## config.mk

```make
export PLATFORM = sky130hd
export DESIGN_NAME = scan_chain_bist
export DESIGN_NICKNAME = d
export VERILOG_FILES = /design/src/rtl/scan_chain_bist.sv
export SDC_FILE = /design/constraint.sdc
export NUM_CORES = 1
export LEC_CHECK = 0
export CAP_MARGIN = 20
export CORE_MARGIN = 2
export CORE_UTILIZATION = 35
export DETAILED_ROUTE_END_ITERATION = 12
export DONT_BUFFER_PORTS = 1
export SLEW_MARGIN = 20
export SYNTH_ARGS = -nofsm -noshare
export SYNTH_HDL_FRONTEND = slang
export SYNTH_SLANG_ARGS = --single-unit
```

## constraint.sdc

```tcl
create_clock -name clk -period 1.7 [get_ports clk]
set_input_delay 0.51 -clock clk [delete_from_list [all_inputs] [get_ports clk]]
set_output_delay 0.51 -clock clk [all_outputs]
set_load 0.005 [all_outputs]
```

## src/rtl/scan_chain_bist.sv

```systemverilog
// rtl/scan_chain_bist.sv - scan-chain single-pulse self-test engine
//
// Purpose:
//   Flushes the scan chain with zeros and injects a single '1' at sc_head.
//   It then checks that the pulse reaches sc_tail after exactly
//   SCAN_CHAIN_SIZE shifts, and that zeros follow it for POST_CHECK cycles.
//   It reports done/pass and a saturating mismatch count.
//
// Optional feature (macro SCAN_BIST_ERRLOG_EN):
//   Adds first_err_cyc, which records the phase (MSB: 0=SHIFT, 1=POST) and
//   the counter value of the first mismatch.
//
// Ports:
//   clk           in   operating clock; also shifts the scan chain
//   Reset_n       in   asynchronous active-low reset
//   start         in   level-sampled launch request (honoured in IDLE/DONE)
//   sc_head       out  scan-chain head drive (registered)
//   sc_tail       in   scan-chain tail, sampled on rising clk
//   Test_en       out  scan enable to fabric, high while the test runs
//   busy          out  high in FLUSH/INJECT/SHIFT/POST
//   done          out  high in DONE, sticky until relaunch or reset
//   pass          out  done with zero mismatches
//   err_count     out  mismatch count, saturating at 8'hFF
//   first_err_cyc out  [CNT_W:0] first-error phase/counter (SCAN_BIST_ERRLOG_EN only)

module scan_chain_bist #(
  parameter int SCAN_CHAIN_SIZE = 2304,
  parameter int POST_CHECK      = 2,
  parameter int CNT_W           = 12
) (
  input  logic             clk,
  input  logic             Reset_n,
  input  logic             start,
  output logic             sc_head,
  input  logic             sc_tail,
  output logic             Test_en,
  output logic             busy,
  output logic             done,
  output logic             pass,
  output logic [7:0]       err_count
`ifdef SCAN_BIST_ERRLOG_EN
  ,
  output logic [CNT_W:0]   first_err_cyc
`endif
);

  typedef enum logic [2:0] {
    IDLE   = 3'd0,
    FLUSH  = 3'd1,
    INJECT = 3'd2,
    SHIFT  = 3'd3,
    POST   = 3'd4,
    DONE   = 3'd5
  } state_t;

  localparam logic [CNT_W-1:0] CHAIN_LEN  = CNT_W'(SCAN_CHAIN_SIZE);
  localparam logic [CNT_W-1:0] FLUSH_LAST = CNT_W'(SCAN_CHAIN_SIZE - 1);
  localparam logic [CNT_W-1:0] POST_LEN   = CNT_W'(POST_CHECK);

  state_t           state, state_next;
  logic [CNT_W-1:0] cnt, cnt_next;
  logic [7:0]       err_next;
  logic             err_hit;
  logic             launch;
  logic             busy_next;

  always_comb begin
    state_next = state;
    cnt_next   = cnt;
    err_hit    = 1'b0;
    launch     = 1'b0;
    case (state)
      IDLE, DONE: begin
        if (start) begin
          launch     = 1'b1;
          state_next = FLUSH;
          cnt_next   = '0;
        end
      end
      FLUSH: begin
        if (cnt == FLUSH_LAST) begin
          state_next = INJECT;
          cnt_next   = '0;
        end else begin
          cnt_next = cnt + 1'b1;
        end
      end
      INJECT: begin
        // The edge leaving INJECT clocks the pulse into flop0, so the
        // count of shifts seen by the pulse starts at 1.
        state_next = SHIFT;
        cnt_next   = CNT_W'(1);
      end
      SHIFT: begin
        if (cnt < CHAIN_LEN) begin
          err_hit  = sc_tail;            // pulse arrived early
          cnt_next = cnt + 1'b1;
        end else begin
          err_hit    = ~sc_tail;         // pulse missing at the expected shift
          state_next = POST;
          cnt_next   = CNT_W'(1);
        end
      end
      POST: begin
        err_hit = sc_tail;               // tail must stay clean after the pulse
        if (cnt == POST_LEN) begin
          state_next = DONE;
        end else begin
          cnt_next = cnt + 1'b1;
        end
      end
      default: begin
        state_next = IDLE;
        cnt_next   = '0;
      end
    endcase

    if (launch) begin
      err_next = 8'h00;
    end else if (err_hit && (err_count != 8'hFF)) begin
      err_next = err_count + 8'h01;
    end else begin
      err_next = err_count;
    end

    busy_next = (state_next == FLUSH) || (state_next == INJECT) ||
                (state_next == SHIFT) || (state_next == POST);
  end

  // Outputs are flopped from next-state values, so they line up with the
  // state register and have no combinational path from inputs.
  always_ff @(posedge clk or negedge Reset_n) begin
    if (!Reset_n) begin
      state     <= IDLE;
      cnt       <= '0;
      err_count <= 8'h00;
      sc_head   <= 1'b0;
      Test_en   <= 1'b0;
      busy      <= 1'b0;
      done      <= 1'b0;
      pass      <= 1'b0;
    end else begin
      state     <= state_next;
      cnt       <= cnt_next;
      err_count <= err_next;
      sc_head   <= (state_next == INJECT);
      Test_en   <= busy_next;
      busy      <= busy_next;
      done      <= (state_next == DONE);
      pass      <= (state_next == DONE) && (err_next == 8'h00);
    end
  end

`ifdef SCAN_BIST_ERRLOG_EN
  // err_count never returns to zero without a launch (it saturates), so
  // "err_count == 0" identifies the first error of a run.
  always_ff @(posedge clk or negedge Reset_n) begin
    if (!Reset_n) begin
      first_err_cyc <= '0;
    end else if (launch) begin
      first_err_cyc <= '0;
    end else if (err_hit && (err_count == 8'h00)) begin
      first_err_cyc <= {(state == POST), cnt};
    end
  end
`endif

endmodule

```

==> impl_metrics.json <==
{
  "synth_commonest_cells": "dfrtp_1, nor2_1, nand2_1",
  "end_kind": "flop",
  "dieHeight_um": 71.0,
  "cellPowerDensity_nw_per_um2": 728,
  "cts_root_buffer": "clkbuf_8",
  "r2r_start": "cnt[9]",
  "crit_end": "pass",
  "ant_nets": 0,
  "critPathLaunchType": "flop",
  "nNetsFinal": 235,
  "dp_slack_ps": -337,
  "setup_tns_ps": -2960,
  "status": "finished, violations left",
  "routed_wl_um": 3980,
  "synth_warnings": 0,
  "core_area_um2": 4320,
  "relSlewSlack_pct": 70.5,
  "critPathBufInv": 0,
  "p_leak_nw": 0.990,
  "synth_top_area_cell": "dfrtp_1",
  "crit_family": "compound AO/OA/AOI/OAI gates",
  "grt_overflow": 0,
  "ir_worst_vdd_uv": 331,
  "die_area_um2": 5030,
  "pin_count": 17,
  "cts_tree": "yes",
  "whs_ps": 31.6,
  "r2r_end": "pass",
  "synthTopCellsByArea": "dfrtp_1, nor2_1, xor2_1",
  "synth_ff_type": "dfrtp_1",
  "multi_input_area_um2": 920,
  "period_needed_ps": 2000,
  "hpwl_um": 2980,
  "r2r_slack_ps": -300,
  "hold_violations": 0,
  "seqCellArea_um2": 678,
  "num_rows": 24,
  "synth_cell_types": 45,
  "cts_sinks": 27,
  "slew_viol_final": 0,
  "track_usage_pct": 17.1,
  "setup_ws_ps": -302,
  "cts_buffers": 3,
  "fmax_mhz": 500,
  "clkTransAtPathRegs_ps": 100,
  "antenna_found_initial": 0,
  "worst-r2r-cell-count": 7,
  "path_depth": 7,
  "yosys.area.top_type_share_pct": 43.1,
  "htree_levels": 1,
  "required_ps": 1890,
  "syn_area_um2": 1570,
  "drive_above_1_share_pct": 42.3,
  "grt_max_degree": 28,
  "cp_slowest_cell": "dfrtp_1",
  "initial_core_util_pct": 36.3,
  "tightest_slew_ps": 437,
  "violations": "setup timing",
  "max_stage_delay_ps": 420,
  "fin_skew_ps": 8.32,
  "via_count": 1442,
  "yosysMostFrequentCell": "dfrtp_1",
  "ys_ff_latch": 27,
  "globalplace.congestion": 0.964,
  "clock_latency_ps": 280,
  "cp_max_fo": 4,
  "p_total_mw": 1.61,
  "utilization_pct": 51.3,
  "wl_per_cell_um": 14.3,
  "antenna_cells": 0,
  "setup_viol_count_final": 21,
  "grt_pass1_wl_um": 6900,
  "fillers": 396,
  "synth-async-reset-ratio_pct": 100,
  "synth_area_per_cell_um2": 9.40,
  "ys_seq_area_share_pct": 43.1,
  "path_cells": "o31ai_4 > xor2_2 > o21a_2 > nor2_4 > mux2i_2 > a41oi_1 > nor4_2",
  "drv_cap": 0,
  "synthToLayoutAreaGrowth_pct": 41.3,
  "first_pass_iters": 4,
  "drt-initial-drc-count": 77,
  "portBuffers": 0,
  "synth_nets": 174,
  "cp-startpoint": "cnt[9]",
  "rsz0062_at_grt": "yes",
  "grt_pass1_vias": 1525,
  "arrival_ps": 2190,
  "min-delay-path-class": "input pin to asynchronous set/reset pin",
  "synth_edf_count": 0,
  "drc": 0,
  "die_w_um": 71.0,
  "viasPerCell": 5.17,
  "path_class": "flop to flop",
  "finalCritPeriodShare_pct": 118,
  "clk_path_buf_depth": 2,
  "syn_inst": 167
}
## report_power, final
group	total (mW)	internal [mW]	switching (mW)
logic	0.423	0.237	0.186
registers	0.804	0.725	0.0789
clock network	0.388	0.167	0.221
total	1.61	1.13	0.486
## how the worst min path moves through the flow
stage          startpoint            to  slack, ps  cells after the start
2_1_floorplan     Reset_n          busy        210                      0
3_3_place_gp      Reset_n        cnt[2]        220                      0
3_5_place_dp      Reset_n        cnt[3]        220                      0
4_1_cts           Reset_n  err_count[0]         40                      1
5_1_grt           Reset_n        cnt[7]         40                      1
6_report          Reset_n       cnt[10]         30                      1
## cell families (layout without fill, tap and decap cells)
logic type	Yosys count	after routing	synth area share, %
AOI/OAI and AO/OA	26	26	12.1
and+or+nand+nor	83	83	28.5
buffers and inverters	10	70	3.35
xor gates and xnor gates	17	17	9.97
adders and majority gates	3	3	2.39
muxes	1	1	0.638
DFF	27	27	43.1
## metal layers
metal  global-route usage, %  vias to the layer above  share of wire [%]
li1                        -                      709                  -
met1                    22.1                      697                 44
met2                    29.6                       31                 51
met3                    3.28                        5                3.6
met4                    3.98                        0               0.90
met5                       0                        -                  0
## area by class of cell
class	instances	area share [%]
Clock buffer	3	1.86
Multi-Input combinational cell	130	41.5
Tap cell	52	2.93
Inverter	4	0.677
Clock inverter	1	0.339
Timing Repair Buffer	62	22.1
Sequential cell	27	30.6
## sequential cells by signal (all words and copies together), names as in the netlist
register / count
err_count: 8
sc_head: 1
state: 3
pass: 1
busy: 1
cnt: 12
done: 1
## per-stage QoR
step	std cells	area (µm²)
4_1_cts	277	2170
6_report	279	2220
5_1_grt	279	2220
3_5_place_dp	267	2040
3_3_place_gp	267	2040
2_1_floorplan	167	1610
## cell usage in the layout, fill, tap and decap left out, types with 5 or more instances in the layout
cell type  instances
buf_4             60
dfrtp_1           25
nor2_1            21
nand2_1           10
xor2_1            10
and3_1             6
nand3_1            6
nand4_1            5
o21ai_0            5
xnor2_1            5
## worst reg2reg max path: cells and delay by family (launching register included)
| family | cells | cell delay, ps |
|---|---|---|
| and+or+nand+nor | 2 | 370 |
| xor gates and xnor gates | 1 | 140 |
| AOI/OAI and AO/OA | 3 | 720 |
| muxes | 1 | 270 |
| DFF | 1 | 420 |
## timing repair
action                                 4_1_cts  5_1_grt
gates resized for setup                      9        8
hold buffers                                 1        0
buffers inserted                             6        2
setup endpoints to repair                   22       24
pin swaps                                   11        2
endpoints found under the hold margin       27        0
(Power assumes the default switching activity.)
